**config.mk**
```make
export PLATFORM = sky130hd
export DESIGN_NAME = dmem_ctrl
export DESIGN_NICKNAME = d
export VERILOG_FILES = /design/src/rtl/dmem_pkg.sv /design/src/rtl/dmem_lane_align.sv /design/src/rtl/dmem_ctrl.sv
export SDC_FILE = /design/constraint.sdc
export NUM_CORES = 1
export LEC_CHECK = 0
export ABC_AREA = 1
export BUFFER_PORTS_ARGS = -buffer_cell sky130_fd_sc_hd__buf_2
export CAP_MARGIN = 15
export CORE_MARGIN = 1
export CORE_UTILIZATION = 35
export CTS_BUF_LIST = sky130_fd_sc_hd__clkbuf_8 sky130_fd_sc_hd__clkbuf_16
export CTS_CLUSTER_DIAMETER = 200
export CTS_CLUSTER_SIZE = 8
export DETAILED_ROUTE_END_ITERATION = 8
export SYNTH_ARGS = -nofsm -noshare
export SYNTH_HDL_FRONTEND = slang
export SYNTH_SLANG_ARGS = --single-unit
```
**constraint.sdc**
```tcl
create_clock -name clk_i -period 2.6 [get_ports clk_i]
set_input_delay 0.39 -clock clk_i [delete_from_list [all_inputs] [get_ports clk_i]]
set_output_delay 0.39 -clock clk_i [all_outputs]
set_load 0.01 [all_outputs]
```
**src/rtl/dmem_pkg.sv**
```systemverilog
// Shared encodings for the data-memory controller: access sizes, FSM states, lane width.
package dmem_pkg;

    localparam logic [1:0] SZ_BYTE = 2'b00;
    localparam logic [1:0] SZ_HALF = 2'b01;
    localparam logic [1:0] SZ_WORD = 2'b10;

    localparam int unsigned LANE_W = 8;

    typedef enum logic {
        ST_IDLE,
        ST_BUSY
    } state_t;

endpackage

```
**src/rtl/dmem_lane_align.sv**
```systemverilog
// Combinational lane steering: load extract/extend and store replicate/mask.
module dmem_lane_align
    import dmem_pkg::*;
(
    input  logic [31:0] rword,
    input  logic [1:0]  offset,
    input  logic [1:0]  size,
    input  logic        uns,
    input  logic [31:0] wdata,
    output logic [31:0] ldata,
    output logic [31:0] wrep,
    output logic [3:0]  wmask
);

    logic [LANE_W-1:0]   byte_sel;
    logic [2*LANE_W-1:0] half_sel;

    // Half accesses use offset[1] only, so a misaligned half is force-aligned.
    assign byte_sel = rword[{offset, 3'b000} +: LANE_W];
    assign half_sel = offset[1] ? rword[31:16] : rword[15:0];

    always_comb begin
        ldata = '0;
        wrep  = '0;
        wmask = '0;
        case (size)
            SZ_BYTE: begin
                ldata = uns ? {24'b0, byte_sel} : {{24{byte_sel[7]}}, byte_sel};
                wrep  = {4{wdata[7:0]}};
                wmask = 4'b0001 << offset;
            end
            SZ_HALF: begin
                ldata = uns ? {16'b0, half_sel} : {{16{half_sel[15]}}, half_sel};
                wrep  = {2{wdata[15:0]}};
                wmask = offset[1] ? 4'b1100 : 4'b0011;
            end
            SZ_WORD: begin
                ldata = rword;
                wrep  = wdata;
                wmask = '1;
            end
            default: ;
        endcase
    end

endmodule

```
**src/rtl/dmem_ctrl.sv**
```systemverilog
// Data-memory controller: byte/half/word access, configurable latency, range/size errors.
// Define DMEM_ALIGN_CHECK_EN to report misaligned half/word accesses as errors.
module dmem_ctrl
    import dmem_pkg::*;
#(
    parameter int unsigned DEPTH   = 32,
    parameter int unsigned ADDR_W  = 32,
    parameter int unsigned LATENCY = 1
) (
    input  logic              clk_i,
    input  logic              rst_i,
    input  logic              req_i,
    input  logic              we_i,
    input  logic [1:0]        size_i,
    input  logic              unsigned_i,
    input  logic [ADDR_W-1:0] addr_i,
    input  logic [31:0]       wdata_i,
    output logic              busy_o,
    output logic              done_o,
    output logic [31:0]       rdata_o,
    output logic              err_o
);

    localparam int unsigned IDX_W = (DEPTH > 2) ? $clog2(DEPTH) : 1;
    localparam int unsigned CNT_W = (LATENCY > 2) ? $clog2(LATENCY - 1) : 1;

    state_t             state, state_nxt;
    logic [CNT_W-1:0]   cnt, cnt_nxt;
    logic               accept, complete;

    logic               l_we, l_uns;
    logic [1:0]         l_size;
    logic [ADDR_W-1:0]  l_addr;
    logic [31:0]        l_wdata;

    logic               op_we, op_uns;
    logic [1:0]         op_size;
    logic [ADDR_W-1:0]  op_addr;
    logic [31:0]        op_wdata;

    logic [ADDR_W-3:0]  word_idx;
    logic [IDX_W-1:0]   mem_idx;
    logic               range_err, size_err, align_err, op_err;
    logic [31:0]        rword, ldata, wrep;
    logic [3:0]         wmask;

    logic [31:0]        mem [DEPTH];

    // Single-cycle build completes on the accept edge, so it works from the live inputs.
    assign op_we    = (LATENCY == 1) ? we_i       : l_we;
    assign op_uns   = (LATENCY == 1) ? unsigned_i : l_uns;
    assign op_size  = (LATENCY == 1) ? size_i     : l_size;
    assign op_addr  = (LATENCY == 1) ? addr_i     : l_addr;
    assign op_wdata = (LATENCY == 1) ? wdata_i    : l_wdata;

    assign word_idx  = op_addr[ADDR_W-1:2];
    assign mem_idx   = op_addr[IDX_W+1:2];
    assign range_err = word_idx >= (ADDR_W-2)'(DEPTH);
    assign size_err  = (op_size == 2'b11);
`ifdef DMEM_ALIGN_CHECK_EN
    assign align_err = ((op_size == SZ_HALF) && op_addr[0]) ||
                       ((op_size == SZ_WORD) && (op_addr[1:0] != 2'b00));
`else
    assign align_err = 1'b0;
`endif
    assign op_err    = range_err || size_err || align_err;
    assign rword     = mem[mem_idx];
    assign busy_o    = (state == ST_BUSY);

    dmem_lane_align u_lane_align (
        .rword  (rword),
        .offset (op_addr[1:0]),
        .size   (op_size),
        .uns    (op_uns),
        .wdata  (op_wdata),
        .ldata  (ldata),
        .wrep   (wrep),
        .wmask  (wmask)
    );

    always_comb begin
        state_nxt = state;
        cnt_nxt   = cnt;
        accept    = 1'b0;
        complete  = 1'b0;
        case (state)
            ST_IDLE: begin
                if (req_i) begin
                    accept = 1'b1;
                    if (LATENCY == 1) begin
                        complete = 1'b1;
                    end else begin
                        state_nxt = ST_BUSY;
                        cnt_nxt   = CNT_W'(LATENCY - 32'd2);
                    end
                end
            end
            ST_BUSY: begin
                if (cnt == '0) begin
                    complete  = 1'b1;
                    state_nxt = ST_IDLE;
                end else begin
                    cnt_nxt = cnt - 1'b1;
                end
            end
            default: state_nxt = ST_IDLE;
        endcase
    end

    always_ff @(posedge clk_i) begin
        if (rst_i) begin
            state   <= ST_IDLE;
            cnt     <= '0;
            done_o  <= 1'b0;
            err_o   <= 1'b0;
            rdata_o <= '0;
        end else begin
            state  <= state_nxt;
            cnt    <= cnt_nxt;
            done_o <= complete;
            if (complete) begin
                err_o <= op_err;
                if (!op_we) begin
                    rdata_o <= op_err ? '0 : ldata;
                end
            end
        end
    end

    always_ff @(posedge clk_i) begin
        if (accept) begin
            l_we    <= we_i;
            l_uns   <= unsigned_i;
            l_size  <= size_i;
            l_addr  <= addr_i;
            l_wdata <= wdata_i;
        end
    end

    // Reset gates the commit so an aborted store never reaches the array.
    always_ff @(posedge clk_i) begin
        if (!rst_i && complete && op_we && !op_err) begin
            for (int unsigned i = 0; i < 4; i++) begin
                if (wmask[i]) begin
                    mem[mem_idx][i*LANE_W +: LANE_W] <= wrep[i*LANE_W +: LANE_W];
                end
            end
        end
    end

endmodule

```
**After elaboration in Yosys (flattened, before gate mapping)**

Memory sizes are Yosys's and may differ from the RTL's.
Index checks and enable logic that the tools add are counted.
Widths: inputs -> output; s select.

- Bits in registers: 36
- Bits in writable memories: 1024
- Word-level logic and storage cells: 50
- Memories: 1

Memory list:

| name | depth | width | rd ports | clocked after Yosys merged registers in | write ports | RTL line | RTL |
|---|---|---|---|---|---|---|---|
| mem | 32 | 32 | 1 | 0 | 1 | dmem_ctrl.sv:47 | `logic [31:0] mem [DEPTH];` |

- $add $sub $neg: 1
- $lt $le $gt $ge: 1
- Equal/unequal tests: 3
- Shift-type cells: 2
- Multiplexer cells: 27
- Bitwise gates (word level): 2
- Reductions and logical operators: 8

Operators by type and width:

| operator | count |
|---|---|
| $pmux 32 s3 | 2 |
| $mux 32 | 3 |
| $shiftx 32x6->8 | 1 |
| $ge 30x6->1 const B | 1 |
| $mux 1 | 17 |
| $mux 16 | 1 |
| $pmux 4 s3 | 1 |
| $eq 2x2->1 const B | 2 |
| $mux 4 | 1 |
| $pmux 1 s2 | 2 |
| $shl 1x2->4 const A | 1 |
| $logic_and 1x1->1 | 3 |
| $eq 2x1->1 const B | 1 |
| $logic_not 1->1 | 2 |
| $logic_not 2->1 | 1 |
| $not 1->1 | 2 |
| $reduce_and 2->1 | 1 |
| $logic_or 1x1->1 | 1 |
| $sub 1x1->1 const B | 1 |

**Depth between registers and ports, before layout**

- Depth in word-level cells: 7
- Depth in mapped cells: 19
- Gate-level depth less buffers: 17

**Modules after synthesis**

A second synthesis with hierarchy kept.

- Cell total of the unflattened synthesis: 4208
- Area, all modules: 44287.5 um2

Modules (own cells, without submodules):

| module | times used | cells an instance | area each (um2) | seq. area each (um2) |
|---|---|---|---|---|
| dmem_ctrl | 1 | 3874 | 42822.3 | 31430.1 |
| dmem_lane_align | 1 | 334 | 1465.2 | 0.0 |

**Least setup slack after synthesis**

OpenSTA, ideal clock, no wires.

- Path kind: input port to flip-flop
- Start: in size_i[1]
- End: mem mem[0][16], data pin
- Library setup time: 0.454 ns
- Arrival: 2.124 ns
- Required time: 2.146 ns
- Path slack: 0.022 ns
- Stages on the path: 7
- Buffers on the path: 3
- Path through: clkbuf_1 > inv_1 > nor2_1 > clkbuf_1 > clkbuf_1 > nand2_1 > o21ai_0

- Word-level cells in the longest chain between the ends: 2
- Elaborated cells on any way between the ends: 4
- Classes of those cells: eq/ne: 2; mux: 1; reduce/logical: 1

Ends and longest elaborated chain:

| what | RTL line | RTL |
|---|---|---|
| start, declared | dmem_ctrl.sv:14 | `input logic [1:0] size_i,` |
| $eq 2x2->1, or another cell as far along | dmem_lane_align.sv:26 | `case (size)` |
| $pmux 32 s3 * | dmem_lane_align.sv:26 |  |
| via u_lane_align.wrep[16] | dmem_lane_align.sv:11 | `output logic [31:0] wrep,` |
| end, declared | dmem_ctrl.sv:47 |  |

Mark *: on every way through the listed nets, which the timed path passes. The rest lies on a longest branch.

**Worst setup path in the final report**

- Start: mem mem[21][15]
- End: reg rdata_o[20]

- Word-level cells in the longest chain between the ends: 5
- Elaborated cells on any way between the ends: 7
- Classes of those cells: shift: 1; mux: 5; memory: 1

Ends and longest elaborated chain:

| what | RTL line | RTL |
|---|---|---|
| $mem_v2 32x32 * | -- |  |
| $shiftx 32x6->8 or $mux 16 (tied branches) | dmem_lane_align.sv:19, dmem_lane_align.sv:20 |  |
| $mux 32 (on tied branches) | dmem_lane_align.sv:28, dmem_lane_align.sv:33 |  |
| $pmux 32 s3 * | dmem_lane_align.sv:26 |  |
| $mux 32 * | dmem_ctrl.sv:124 | `rdata_o <= op_err ? '0 : ldata;` |
| end signal, assigned | dmem_ctrl.sv:124 |  |
| end, declared | dmem_ctrl.sv:20 | `output logic [31:0] rdata_o,` |

Every way passes the cells marked *; elsewhere a longest branch is shown, timed or not.
A chain may end at the register's enable or synchronous reset.

==> metrics.cfg <==
[status]
outcome = complete, no violations

[drt]
viasPerCell = 5.295
postRouteAntennaNets = 0
drtIter0Drc = 3033
num_vias = 27840
routed_wl_mm = 125.0
met3_wirelength_mm = 11.50
drc_errors = 0
top_layer = met5
wl_per_cell_um = 23.78
wl_met2_mm = 57.23
wl_met1_mm = 51.85
dr.pass1.iters = 5

[critical_path]
worstPathRequired_ns = 3.20
path_cells = nand2_1 -> nand2_1 -> nand2_1 -> nand2_1 -> nand2_1 -> nand2_1 -> nor2_1 -> nand2_1 -> nand2_1 -> nand2_2 -> nand2_1 -> and2_1 -> nand2_1 -> nand2_1 -> a21oi_1
setup.worst_path.start_class = flip-flop
critPathBufInv = 0
critPathArrivalTime_ns = 2.79
endpoint_kind = flip-flop
cp.depth = 15
cp_max_fo = 11
cpMaxStageDelayCell = edfxtp_1
cpPeakStageDelay_ns = 0.36
crit_type = reg -> reg
reg2regPathDepth = 15
crit_top_cell = nand2_1
critical_path.top_delay_family = simple AND/OR/NAND/NOR gates

[global_route]
overflow = 0
grt_max_degree = 61
grt_pass1_wl_mm = 182.0
grt_pass1_vias = 27290
antenna_found_initial = 4
grtUsageTotal_pct = 20.55

[cts]
clk_latency_ns = 0.74
htreeDepth = 4
cts_tree = yes
clkSlewWorstSetupHoldPaths_ns = 0.05
cts_sinks = 1058
ctsHoldBuffers = 3
cts_resized = 0
cts_setup_buffers = 0
numCtsBuffers = 150
clockBufferDepth = 3
cts_root_buffer = clkbuf_16

[timing]
worstMarginPinSlew_ns = 0.6054
rsz0062_at_grt = no
slew_violations = 0
fin_crit_sh_pct = 84.28
fin_ws_ns = 0.4088
layout_min_cycle_time_ns = 2.191
finalClockSkew_ns = 0.02398
hold_viol = 0
slew_headroom_pct = 59.54
timing.fmax_mhz = 456.4
setup_violations = 0

[finish]
fin_util_pct = 43.07
syn2layout_area_growth_pct = 22.11
nNetsFinal = 3753
stdcell_area_sq_um = 50860
drive_gt1_share_pct = 17.80

[job]
max-cap-violations = 0

[placed_design]
placed_area_sq_um = 46630
port_buffers = 104
hpwl_mm = 81.75
gp_congestion = 0.9023
dpl_worst_slack_ns = -0.2254

[synthesis]
synth.distinct_cells = 30
synth_cells = 3254
synth_area_per_cell_sq_um = 12.80
synth-seq-area-share_pct = 75.46
ys_ff_latch = 1058
syn-cell-area_sq_um = 41650
ys.warnings.count = 0
synth_nets = 3325

[die]
die_height_um = 347.0
die_w_um = 347.0
placementRows = 126
die-area_sq_um = 120400
start_util_pct = 35.27
io_pins = 106
coreArea_sq_um = 118100

[min_path]
hp-class = in -> reg
hold_depth = 5

[pwr]
power.density_nw_per_um2 = 764.3
total_power_mw = 38.87
power.leakage_nw = 18.20
ir_worst_vdd_v = 0.0006141

[cell usage in the layout, fill, tap and decap left out]
master         synthesis  layout
a211oi_1               1       1
clkinv_1               1       1
nand4_1               28      28
nand2_2                1       1
clkinv_8               0       3
nor2_4                 1       4
clkinv_16              0       6
a22oi_1              414     414
dfxtp_1               34      34
inv_6                  0       1
o21ai_2                1      14
edfxtp_1            1024    1024
buf_2                 87     103
clkinv_4               0       1
clkbuf_16              0     151
nor2_1               224     214
inv_8                  0       1
a21oi_1               39      39
nand3_1               13      13
o31ai_4                0       1
nor2_2                 2       9
dlygate4sd3_1          0       3
diode_2                0       1
and2_1                11      11
a21o_1                 1       1
buf_4                  6     305
o21ai_0               18       6
buf_12                 0      45
nand2_1             1203    1203
conb_1                 1       1
nor3_4                 0       8
inv_16                 0       4
inv_2                  5       4
o211ai_1               4       4
nand3_2                1       1
inv_1                 36      60
nor3_1                 1       1
[power by group]
group / switching [mW] / total (mW) / internal (mW) / leakage [nW]
Clock: 7.07 / 17.4 / 10.4 / 2.13
Sequential: 0.000710 / 18.9 / 18.9 / 8.77
Combinational: 1.79 / 2.56 / 0.771 / 7.30
[sequential cells by signal (all words and copies together) (netlist names)]
signal / count
mem: 1024
rdata_o: 32
done_o: 1
err_o: 1
[area by class of cell]
class                   count  area, sq um
diodes                      1        2.502
repair buffers            456         3736
multi-input cells        1974         9407
clock inverters            39        416.7
flip-flops and latches   1058        31430
fillers                 10650        67220
well taps                1536         1922
clock buffers             151         3779
inverters                  42        165.2
[worst register-to-register path, cell delays in order (launching register included)]
cell      delay (ns)
edfxtp_1        0.36
nand2_1         0.08
nand2_1         0.10
nand2_1         0.07
nand2_1         0.04
nand2_1         0.05
nand2_1         0.09
nor2_1          0.15
nand2_1         0.24
nand2_1         0.15
nand2_2         0.08
nand2_1         0.29
and2_1          0.19
nand2_1         0.05
nand2_1         0.06
a21oi_1         0.06
[cell usage after synthesis, drive strengths merged]
library cell | instances | area (sq um)
dfxtp | 34 | 680.7
o31ai | 1 | 7.510
a22oi | 414 | 3108
inv | 41 | 153.9
nor2 | 227 | 864.6
nand2 | 1204 | 4522
nor3 | 9 | 85.08
clkinv | 1 | 3.750
a211oi | 1 | 7.510
o21ai | 20 | 103.9
conb | 1 | 3.750
a21o | 1 | 7.510
and2 | 11 | 68.82
nand3 | 14 | 75.07
o211ai | 4 | 30.03
nand4 | 28 | 175.2
buf | 107 | 533.0
a21oi | 39 | 195.2
edfxtp | 1024 | 30750
clkbuf | 73 | 274.0
[routing by layer]
layer | up-vias | track usage (%)
met5 | - | 0
met4 | 6 | 7.983
met3 | 233 | 4.859
met2 | 1288 | 31.90
met1 | 13800 | 27.83
li1 | 12520 | -
[final timing paths]
path,startpoint,end,slack [ns]
max,mem[21][15],rdata_o[20],0.41
min,addr_i[7],err_o,0.15
max reg2reg,mem[21][15],rdata_o[20],0.41
min reg2reg,rdata_o[18],rdata_o[18],0.47
[through the flow]
stage,hold slack [ns],instances,TNS (ns)
after global routing,0.2221,5257,0
after CTS,0.1181,5256,0
after detailed placement,0.4603,5063,-7.401
after floorplan,0.4884,3254,0
after global placement,0.4584,5063,-7.175
final,0.1508,5257,0
[kinds of logic (layout without fill, tap and decap cells)]
family | after synthesis | in the layout | synth area share [%]
simple gates | 1493 | 1493 | 13.90
buf+inv | 222 | 688 | 2.316
other cells | 1 | 2 | 0.009004
flops | 1058 | 1058 | 75.46
compound gates | 480 | 480 | 8.307
Note: power is estimated with default switching activity, not from simulation.
